===== src/rtl/fwd_hazard_ctrl_if.sv =====
// rtl/fwd_hazard_ctrl_if.sv - decode-side bus between the pipeline and the forwarding/hazard controller
interface fwd_hazard_ctrl_if #(
    parameter int REG_AW = 5,
    parameter int CNT_W  = 16
);
    logic              id_valid_i;
    logic [REG_AW-1:0] id_rs_i;
    logic [REG_AW-1:0] id_rt_i;
    logic [REG_AW-1:0] id_rd_i;
    logic              id_regwrite_i;
    logic              id_memread_i;
    logic              flush_i;
    logic [1:0]        fwd_a_o;
    logic [1:0]        fwd_b_o;
    logic              stall_o;
    logic [CNT_W-1:0]  stall_cnt_o;

    modport master (
        output id_valid_i, id_rs_i, id_rt_i, id_rd_i, id_regwrite_i, id_memread_i, flush_i,
        input  fwd_a_o, fwd_b_o, stall_o, stall_cnt_o
    );

    modport slave (
        input  id_valid_i, id_rs_i, id_rt_i, id_rd_i, id_regwrite_i, id_memread_i, flush_i,
        output fwd_a_o, fwd_b_o, stall_o, stall_cnt_o
    );
endinterface


===== src/rtl/fwd_hazard_ctrl.sv =====
// rtl/fwd_hazard_ctrl.sv - operand forwarding selects and load-use stall for a 5-stage pipeline
module fwd_hazard_ctrl #(
    parameter int REG_AW = 5,
    parameter int CNT_W  = 16
) (
    input  logic               clk_i,
    input  logic               rst_i,
    fwd_hazard_ctrl_if.slave   bus
);
    localparam logic [REG_AW-1:0] REG_ZERO = '0;
    localparam logic [CNT_W-1:0]  CNT_ONE  = {{(CNT_W-1){1'b0}}, 1'b1};
    localparam logic [CNT_W-1:0]  CNT_MAX  = '1;

    logic              ex_valid_q,    ex_valid_d;
    logic              ex_regwrite_q, ex_regwrite_d;
    logic              ex_memread_q,  ex_memread_d;
    logic [REG_AW-1:0] ex_rs_q,       ex_rs_d;
    logic [REG_AW-1:0] ex_rt_q,       ex_rt_d;
    logic [REG_AW-1:0] ex_rd_q,       ex_rd_d;

    logic              mem_valid_q,    mem_valid_d;
    logic              mem_regwrite_q, mem_regwrite_d;
    logic [REG_AW-1:0] mem_rd_q,       mem_rd_d;

    logic              wb_valid_q,    wb_valid_d;
    logic              wb_regwrite_q, wb_regwrite_d;
    logic [REG_AW-1:0] wb_rd_q,       wb_rd_d;

    logic [CNT_W-1:0]  stall_cnt_q, stall_cnt_d;

    logic stall;
    logic bubble;

    // EX/MEM result is younger than MEM/WB, so it wins when both write the same register.
    function automatic logic [1:0] fwd_sel(input logic [REG_AW-1:0] src);
        logic [1:0] sel;
        sel = 2'b00;
        if (ex_valid_q) begin
            if (mem_valid_q && mem_regwrite_q && (mem_rd_q != REG_ZERO) && (mem_rd_q == src)) begin
                sel = 2'b10;
            end else if (wb_valid_q && wb_regwrite_q && (wb_rd_q != REG_ZERO) && (wb_rd_q == src)) begin
                sel = 2'b01;
            end
        end
        return sel;
    endfunction

    always_comb begin
        stall = bus.id_valid_i && ex_valid_q && ex_memread_q && (ex_rd_q != REG_ZERO)
                && ((ex_rd_q == bus.id_rs_i) || (ex_rd_q == bus.id_rt_i)) && !bus.flush_i;
        bubble = stall || bus.flush_i;

        ex_valid_d    = bus.id_valid_i && !bubble;
        ex_regwrite_d = bus.id_regwrite_i && !bubble;
        ex_memread_d  = bus.id_memread_i && !bubble;
        ex_rs_d       = bus.id_rs_i;
        ex_rt_d       = bus.id_rt_i;
        ex_rd_d       = bus.id_rd_i;

        mem_valid_d    = ex_valid_q;
        mem_regwrite_d = ex_regwrite_q;
        mem_rd_d       = ex_rd_q;

        wb_valid_d    = mem_valid_q;
        wb_regwrite_d = mem_regwrite_q;
        wb_rd_d       = mem_rd_q;

        stall_cnt_d = stall_cnt_q;
        if (stall && (stall_cnt_q != CNT_MAX)) begin
            stall_cnt_d = stall_cnt_q + CNT_ONE;
        end
    end

    always_ff @(posedge clk_i) begin
        if (rst_i) begin
            ex_valid_q     <= 1'b0;
            ex_regwrite_q  <= 1'b0;
            ex_memread_q   <= 1'b0;
            ex_rs_q        <= '0;
            ex_rt_q        <= '0;
            ex_rd_q        <= '0;
            mem_valid_q    <= 1'b0;
            mem_regwrite_q <= 1'b0;
            mem_rd_q       <= '0;
            wb_valid_q     <= 1'b0;
            wb_regwrite_q  <= 1'b0;
            wb_rd_q        <= '0;
            stall_cnt_q    <= '0;
        end else begin
            ex_valid_q     <= ex_valid_d;
            ex_regwrite_q  <= ex_regwrite_d;
            ex_memread_q   <= ex_memread_d;
            ex_rs_q        <= ex_rs_d;
            ex_rt_q        <= ex_rt_d;
            ex_rd_q        <= ex_rd_d;
            mem_valid_q    <= mem_valid_d;
            mem_regwrite_q <= mem_regwrite_d;
            mem_rd_q       <= mem_rd_d;
            wb_valid_q     <= wb_valid_d;
            wb_regwrite_q  <= wb_regwrite_d;
            wb_rd_q        <= wb_rd_d;
            stall_cnt_q    <= stall_cnt_d;
        end
    end

    assign bus.fwd_a_o     = fwd_sel(ex_rs_q);
    assign bus.fwd_b_o     = fwd_sel(ex_rt_q);
    assign bus.stall_o     = stall;
    assign bus.stall_cnt_o = stall_cnt_q;
endmodule


===== src/flat_wrapper.sv =====
// flat-port wrapper written by rule: the top's interface ports become plain ports
module fwd_hazard_ctrl_flat 
#(
    parameter int REG_AW = 5,
    parameter int CNT_W  = 16
)
  (clk_i, rst_i, bus_id_valid_i, bus_id_rs_i, bus_id_rt_i, bus_id_rd_i, bus_id_regwrite_i, bus_id_memread_i, bus_flush_i, bus_fwd_a_o, bus_fwd_b_o, bus_stall_o, bus_stall_cnt_o);
  fwd_hazard_ctrl_if #(.REG_AW(REG_AW), .CNT_W(CNT_W)) bus_i ();
  input  logic clk_i;
  input  logic rst_i;
  input wire logic [$bits(bus_i.id_valid_i)-1:0] bus_id_valid_i;
  input wire logic [$bits(bus_i.id_rs_i)-1:0] bus_id_rs_i;
  input wire logic [$bits(bus_i.id_rt_i)-1:0] bus_id_rt_i;
  input wire logic [$bits(bus_i.id_rd_i)-1:0] bus_id_rd_i;
  input wire logic [$bits(bus_i.id_regwrite_i)-1:0] bus_id_regwrite_i;
  input wire logic [$bits(bus_i.id_memread_i)-1:0] bus_id_memread_i;
  input wire logic [$bits(bus_i.flush_i)-1:0] bus_flush_i;
  output wire logic [$bits(bus_i.fwd_a_o)-1:0] bus_fwd_a_o;
  output wire logic [$bits(bus_i.fwd_b_o)-1:0] bus_fwd_b_o;
  output wire logic [$bits(bus_i.stall_o)-1:0] bus_stall_o;
  output wire logic [$bits(bus_i.stall_cnt_o)-1:0] bus_stall_cnt_o;
  assign bus_i.id_valid_i = bus_id_valid_i;
  assign bus_i.id_rs_i = bus_id_rs_i;
  assign bus_i.id_rt_i = bus_id_rt_i;
  assign bus_i.id_rd_i = bus_id_rd_i;
  assign bus_i.id_regwrite_i = bus_id_regwrite_i;
  assign bus_i.id_memread_i = bus_id_memread_i;
  assign bus_i.flush_i = bus_flush_i;
  assign bus_fwd_a_o = bus_i.fwd_a_o;
  assign bus_fwd_b_o = bus_i.fwd_b_o;
  assign bus_stall_o = bus_i.stall_o;
  assign bus_stall_cnt_o = bus_i.stall_cnt_o;
  fwd_hazard_ctrl #(.REG_AW(REG_AW), .CNT_W(CNT_W)) u_core (.clk_i(clk_i), .rst_i(rst_i), .bus(bus_i));
endmodule

===== config.mk =====
export PLATFORM = sky130hd
export DESIGN_NAME = fwd_hazard_ctrl_flat
export DESIGN_NICKNAME = d
export VERILOG_FILES = /design/src/rtl/fwd_hazard_ctrl_if.sv /design/src/rtl/fwd_hazard_ctrl.sv /design/src/flat_wrapper.sv
export SDC_FILE = /design/constraint.sdc
export NUM_CORES = 1
export LEC_CHECK = 0
export ABC_AREA = 1
export CORE_MARGIN = 3
export CORE_UTILIZATION = 55
export CTS_BUF_LIST = sky130_fd_sc_hd__clkbuf_16
export CTS_CLUSTER_SIZE = 24
export DETAILED_ROUTE_END_ITERATION = 7
export PLACE_DENSITY = 0.83
export SLEW_MARGIN = 20
export SYNTH_ARGS = -nofsm -noshare
export SYNTH_HDL_FRONTEND = slang
export SYNTH_SLANG_ARGS = --single-unit

===== constraint.sdc =====
create_clock -name clk_i -period 2.5 [get_ports clk_i]
set_input_delay 0.625 -clock clk_i [delete_from_list [all_inputs] [get_ports clk_i]]
set_output_delay 0.625 -clock clk_i [all_outputs]
set_load 0.02 [all_outputs]

==> flow_summary.ini, run 1 <==
[global_routing]
grt_pass1_wl_um = 9460
grt_max_degree = 32
gr-usage-all-layers = 0.230
grt_overflow = 0
grt_pass1_vias = 2256
antenna_found_initial = 0

[floorplanning]
io_pins = 42
initial_core_util = 0.586
core_area_mm2 = 0.00412
die_h_um = 72.2
row_count = 23
dieArea_mm2 = 0.00522
dieWidth_um = 72.2

[timing]
fin_crit_sh = 0.986
finalSetupViolations = 0
worst_slack_ps = 34.0
maxSlewHeadroom = 0.628
final_hold_viol_count = 0
worst_pin_slew_ps = 557
slew_viol_final = 0
fin_skew_ps = 6.44
fin_crit_ps = 2470
fmax_ghz = 0.406

[synthesis]
syn_nets = 379
synthMuxAreaShare = 0
syn_area_mm2 = 0.00241
synthTopCellsByCount = nand2_1, nor2_1, inv_1, dfxtp_1, nand3_1
synth_seq_cells = 48
avgSynthCellArea_um2 = 6.76
synth-xor-area-share = 0.0690
async_reset_ff_frac = 0
synthTopCellsByArea = dfxtp_1, nand2_1, nor2_1
yosysMostFrequentCell = nand2_1
synth_seq_area_share = 0.398
synth_fa_ha_area_frac = 0.00519
synth-main-ff-cell = dfxtp_1
synth_compound_area_frac = 0.0420
synthDistinctLibCells = 32
yosysWarningCount = 0
postSynthCellCount = 357
synth_edf_count = 0
yosys.area_share.simple = 0.376
synth_top_family_by_area = simple AND/OR/NAND/NOR gates
yosys.area.top_type = dfxtp_1
synth_top_area_frac = 0.398

[routing]
drt-pass1-iter-count = 4
drc = 0
viasPerCell = 5.03
wl_per_cell_um = 12.4
vias = 2333
drt_iter0_markers = 121
ant_nets = 0
wl_um = 5760

[setup_path]
critical_path_class = in2out
cp.arrival_ps = 1840
critPathLaunchType = input port
crit_fanout = 2
end_kind = output port
crit_required_ps = 1880

[cts]
tritoncts = yes
clock-sinks = 48
cts_root_buffer = clkbuf_16
cts_buffers = 5
clkTransAtPathRegs_ps = 60
clk_latency_ps = 280
h-tree-depth = 2
clk_path_buf_depth = 2

[final_layout]
antenna_cells = 0
layout.nets = 436
fillCellCount = 317
drive_above_1_share = 0.126
instances_no_fill = 464
areaGrowthSynthToFinish_pct = 30.3

[pwr]
pwr-share-comb = 0.099
p_int_mw = 1.22
ir_drop_uv = 349
p_sw_frac = 0.231
clockPowerShare = 0.393
total_leakage_power_nw = 1.54
p_seq_frac = 0.508
p_sw_mw = 0.367
pwr_density_cell_mw_per_mm2 = 506

[placement]
dp_cells = 455
dp_hpwl_um = 3910
dp_slack_ps = -482
io_buffer_count = 41
place_congestion = 0.842

[flow_run]
drv_cap = 0

[hold_path]
hold_class = reg2reg

[run_status]
run_status = complete, no violations
layer usage:
| layer | track usage | vias up | routed length, µm |
|---|---|---|---|
| met2 | 0.403 | 94 | 2760 |
| met1 | 0.264 | 1025 | 2480 |
| met3 | 0.0554 | 24 | 318 |
| li1 | - | 1190 | - |
| met5 | 0 | - | 0 |
| met4 | 0.100 | 0 | 199 |
power by group through the flow:
stage                     combinational (mW)  clock (mW)  sequential [mW]
after global routing                   0.176       0.657            0.809
final                                  0.157       0.625            0.807
after floorplan                       0.0809           0            0.818
after global placement                 0.140           0            0.822
after CTS                              0.149       0.637            0.806
after detailed placement               0.144           0            0.823
flip-flops by register name (all words and copies together), names as in the netlist:
register,cells
u_core.bus.stall_cnt_o,16
u_core.ex_memread_q,1
u_core.ex_rd_q,5
u_core.ex_regwrite_q,1
u_core.ex_rs_q,5
u_core.ex_rt_q,5
u_core.ex_valid_q,1
u_core.mem_rd_q,5
u_core.mem_regwrite_q,1
u_core.mem_valid_q,1
u_core.wb_rd_q,5
u_core.wb_regwrite_q,1
u_core.wb_valid_q,1
cells by family (layout without fill, tap and decap cells):
family	after synthesis	count (layout)
AND/OR/NAND/NOR	206	206
adder cells (fa/ha/maj)	1	1
flip-flops	48	48
buffers and inverters	67	124
AO/OA/AOI/OAI	16	16
XOR/XNOR	19	19
worst max-delay path, cell delays in order:
cell	delay, ps
clkdlybuf4s50_1	480
nand3_1	130
o21bai_1	190
inv_1	120
nand3_4	100
inv_2	80
buf_6	110
timing repair:
item                       in CTS  in global routing
pin swaps                       2                  7
buffers inserted                0                  2
gates resized for setup        13                 14
hold buffers                    0                  0
setup endpoints to repair       5                  2
final timing paths:
path / end / cells after the start / start / slack, ps
max: bus_stall_o / 7 / bus_id_valid_i / 30
min: u_core.wb_regwrite_q / 2 / u_core.mem_regwrite_q / 430
max reg2reg: u_core.bus.stall_cnt_o[11] / 11 / u_core.ex_rd_q[3] / 770
min reg2reg: u_core.wb_regwrite_q / 2 / u_core.mem_regwrite_q / 430
placed cells by master (no fill, tap or decap), types with 5 or more instances in the layout:
master            n
nand2_1          83
nor2_1           79
inv_1            56
dfxtp_1          48
clkdlybuf4s50_1  28
nand3_1          15
xor2_1           14
buf_4            14
nor2_2            8
inv_2             7
dlymetal6s2s_1    7
o21ai_0           6
xnor2_1           5
clkbuf_16         5
dlygate4sd2_1     5
final cells by class:
class	instances	area, µm²	share of cell area
tap	50	62.6	0.0199
clock buffer	5	125	0.0398
multi-input combinational	242	1230	0.390
sequential	48	961	0.306
clock inverter	2	8.76	0.00279
inverter	62	233	0.0740
timing repair buffer	55	528	0.168
stage by stage:
stage               setup TNS, ps  area (µm²)  total power, mW  utilization  hold slack [ps]
finish                          0        3140             1.59        0.764              430
global route                -4.77        3140             1.64        0.764              468
CTS                         -48.6        3080             1.59        0.749              431
detailed placement           -482        2940            0.967        0.715              418
global placement             -441        2940            0.962        0.715              396
floorplan                       0        2410            0.899            -              388
Power figures use the tool's default switching activity.
==> run 2, diff against run 1 <==
- DONT_BUFFER_PORTS: default -> 1
- PLACE_DENSITY: 0.83 -> 0.7
- clock period: 2.5 -> 2.3 ns (I/O delays scaled with it)
==> flow_summary.ini, run 2 (synthesized netlist as in run 1, its figures left out) <==
[final_layout]
antenna_cells = 0
layout.nets = 386
drive_above_1_share = 0.110
final_common_cell = nand2_1
areaGrowthSynthToFinish_pct = 10.5
largest_reg_flops = 16
fillCellCount = 370
multi_input_area_mm2 = 0.00120
instances_no_fill = 415
seqCellArea_um2 = 961
fin_util = 0.648
final_cell_mix = nand2_1, nor2_1, inv_1, dfxtp_1, nand3_1

[cts]
postCtsSetupBuffers = 0
clkTransAtPathRegs_ps = 70
clk_latency_ps = 290
cts_root_buffer = clkbuf_16
h-tree-depth = 2
cts_buffers = 5
tritoncts = yes
clock-sinks = 48
clk_path_buf_depth = 2

[timing]
fin_crit_sh = 0.960
fin_skew_ps = 6.68
rsz0062_at_grt = true
whs_ps = 355
final_hold_viol_count = 0
fin_crit_ps = 2210
worst_slack_ps = 91.1
finalSetupViolations = 0
worst_pin_slew_ps = 540
slew_viol_final = 0
fmax_ghz = 0.453
maxSlewHeadroom = 0.640

[placement]
place_congestion = 0.858
dp_slack_ps = 313
io_buffer_count = 0
dp_hpwl_um = 3570
dp_cells = 407

[routing]
drc = 0
drt-pass1-iter-count = 4
ant_nets = 0
wl_per_cell_um = 11.3
wl_um = 4710
viasPerCell = 4.81
drt_iter0_markers = 96
vias = 1997

[global_routing]
antenna_found_initial = 0
grt_pass1_wl_um = 8210
grt_overflow = 0
grt_max_degree = 33
gr-usage-all-layers = 0.199
grt_pass1_vias = 1862

[floorplanning]
dieWidth_um = 72.2
die_h_um = 72.2
core_area_mm2 = 0.00412
io_pins = 42
row_count = 23
dieArea_mm2 = 0.00522
initial_core_util = 0.586

[setup_path]
critical_path_class = reg2out
cp.arrival_ps = 1630
r2r-end = u_core.bus.stall_cnt_o[14]
r2r_cells = 10
critPathLaunch = u_core.mem_rd_q[2]
crit_fanout = 4
timing.rr.start = u_core.bus.stall_cnt_o[1]
critPathCapture = bus_fwd_b_o[0]
crit_required_ps = 1730
end_kind = output port
critPathLaunchType = flop
reg2reg_slack_ps = 490

[hold_path]
hold_class = in2reg
hold_depth = 1

[pwr]
total_leakage_power_nw = 1.28
ir_drop_uv = 561
pwr_density_cell_mw_per_mm2 = 677

[run_status]
run_status = complete, no violations

[flow_run]
drv_cap = 0
## run 2: area by class of cell
cell class              count  area share
clock inverters             3      0.0178
multi-input cells         242       0.450
well taps                  50      0.0235
flip-flops and latches     48       0.361
repair buffers              5      0.0141
inverters                  62      0.0873
clock buffers               5      0.0469
## run 2: worst min-delay path by stage
stage / start / endpoint / slack, ps
finish: rst_i / u_core.bus.stall_cnt_o[9] / 360
detailed placement: u_core.ex_regwrite_q / u_core.mem_regwrite_q / 410
CTS: rst_i / u_core.mem_rd_q[3] / 350
floorplan: u_core.ex_regwrite_q / u_core.mem_regwrite_q / 390
global route: rst_i / u_core.mem_rd_q[0] / 350
global placement: u_core.ex_regwrite_q / u_core.mem_regwrite_q / 400
## run 2: per-layer routing
metal / vias to the layer above / global-route usage / wire [µm]
met5: - / 0 / 0
met4: 0 / 0.0585 / 47
met3: 5 / 0.0623 / 285
met2: 44 / 0.308 / 2030
met1: 857 / 0.267 / 2350
li1: 1091 / - / -
## run 2: repair_timing
item | in CTS | in global routing
resized for setup | 0 | 3
hold buffers | 0 | 0
setup endpoints to repair | 0 | 4
## run 2: report_power, final
part,leakage [nW],internal [mW],switching (mW),total (mW)
sequential,0.393,0.855,0.0202,0.875
clock,0.0840,0.516,0.315,0.831
combinational,0.800,0.0412,0.0583,0.0994
total,1.28,1.41,0.393,1.81
## run 2: metrics by stage
step	cell area, µm²	power [mW]	TNS, ps
2_1_floorplan	2410	0.977	0
3_3_place_gp	2480	0.990	0
3_5_place_dp	2480	0.993	0
4_1_cts	2650	1.82	0
5_1_grt	2670	1.87	-153
6_report	2670	1.81	0
## run 2: critical path, stage by stage (launching register included)
cell      delay [ps]
dfxtp_1          340
inv_1             90
nand3_1           90
o311ai_0         270
inv_1            140
a21oi_1          410
==> run 3, diff against run 2 <==
- MAX_ROUTING_LAYER: default -> met4
==> flow_summary.ini, run 3 (synthesized netlist as in run 1, its figures left out) <==
[run_status]
run_status = complete, no violations

[flow_run]
drv_cap = 0

[timing]
worst_pin_slew_ps = 541
fin_crit_ps = 2210
setup-tns-final_ps = 0
final_hold_viol_count = 0
rsz0062_at_grt = true
fin_skew_ps = 6.71
finalSetupViolations = 0
fmax_ghz = 0.453
whs_ps = 355
maxSlewHeadroom = 0.639
slew_viol_final = 0
fin_crit_sh = 0.960

[placement]
place_congestion = 0.871
dp_cells = 407
io_buffer_count = 0
dp_hpwl_um = 3570

[global_routing]
grt_pass1_wl_um = 8210
gr-usage-all-layers = 0.205
grt_pass1_vias = 1862
grt_overflow = 0
grt_max_degree = 33
antenna_found_initial = 0

[floorplanning]
io_pins = 42
row_count = 23
dieWidth_um = 72.2
initial_core_util = 0.586
dieArea_mm2 = 0.00522
die_h_um = 72.2
core_area_mm2 = 0.00412

[cts]
clk_path_buf_depth = 2
clock-sinks = 48
h-tree-depth = 2
clkTransAtPathRegs_ps = 70
tritoncts = yes
cts_hold_buf = 0
cts_resized = 0
cts_root_buffer = clkbuf_16
cts_buffers = 5
clk_latency_ps = 290
postCtsSetupBuffers = 0

[final_layout]
final_common_cell = nand2_1
antenna_cells = 0
largest_reg_flops = 16
instances_no_fill = 415
layout.nets = 386
drive_above_1_share = 0.110
final_cell_mix = nand2_1, nor2_1, inv_1, dfxtp_1, nand3_1
fillCellCount = 370
areaGrowthSynthToFinish_pct = 10.5

[setup_path]
slowest_delay_ps = 410
crit_required_ps = 1730
end_kind = output port
crit_fanout = 4
cp.arrival_ps = 1630
critPathLaunchType = flop
crit_chain = inv_1, nand3_1, o311ai_0, inv_1, a21oi_1
cpMostUsedCell = inv_1
slowest_stage = a21oi_1
critical_path_class = reg2out

[pwr]
finalPower_mw = 1.81
ir_drop_uv = 561
pwr_density_cell_mw_per_mm2 = 678
total_leakage_power_nw = 1.28

[routing]
wl_per_cell_um = 11.4
drt-pass1-iter-count = 6
wl_um = 4730
ant_nets = 0
vias = 2000
viasPerCell = 4.82
drc = 0
drt_iter0_markers = 126

[hold_path]
hold_class = in2reg
-- run 3: cell counts in the layout (fill, tap and decap cells not counted) --
No cell type changed its count.
-- run 3: final timing paths --
path                                                 from                         end  slack (ps)  depth (start not counted)
worst min register to register       u_core.ex_regwrite_q       u_core.mem_regwrite_q         410                          2
worst max register to register  u_core.bus.stall_cnt_o[1]  u_core.bus.stall_cnt_o[14]         490                         10
worst min-delay path                                rst_i   u_core.bus.stall_cnt_o[9]         350                          1
worst max-delay path                   u_core.mem_rd_q[2]              bus_fwd_b_o[0]          90                          5
-- run 3: critical path, delay by kind of cell (launching register included) --
family	cells	cell delay [ps]
DFF	1	340
and+or+nand+nor	1	90
AOI/OAI and AO/OA	2	680
buffers and inverters	2	230
-- run 3: cell type report --
cell class                      instances  area (µm²)  area share
Clock buffer                            5         125      0.0469
Clock inverter                          3        47.5      0.0178
Inverter                               62         233      0.0873
Multi-Input combinational cell        242        1200       0.450
Sequential cell                        48         961       0.361
Tap cell                               50        62.6      0.0235
Timing Repair Buffer                    5        37.5      0.0141
-- run 3: routing by layer --
layer | GRT usage | wire (µm)
met5 | - | 0
met1 | 0.271 | 2350
met2 | 0.307 | 2040
met3 | 0.0568 | 294
met4 | 0.0585 | 46
-- run 3: per-stage QoR --
step | cell area, µm² | setup slack [ps] | util
floorplan | 2410 | 410 | -
global placement | 2480 | 309 | 0.603
detailed placement | 2480 | 313 | 0.603
CTS | 2650 | 3.88 | 0.645
global route | 2670 | -87.3 | 0.648
finish | 2670 | 92.7 | 0.648
-- run 3: power by group --
group / switching (mW) / internal [mW] / total (mW)
sequential: 0.0202 / 0.855 / 0.875
combinational: 0.0583 / 0.0412 / 0.0995
clock: 0.315 / 0.516 / 0.832
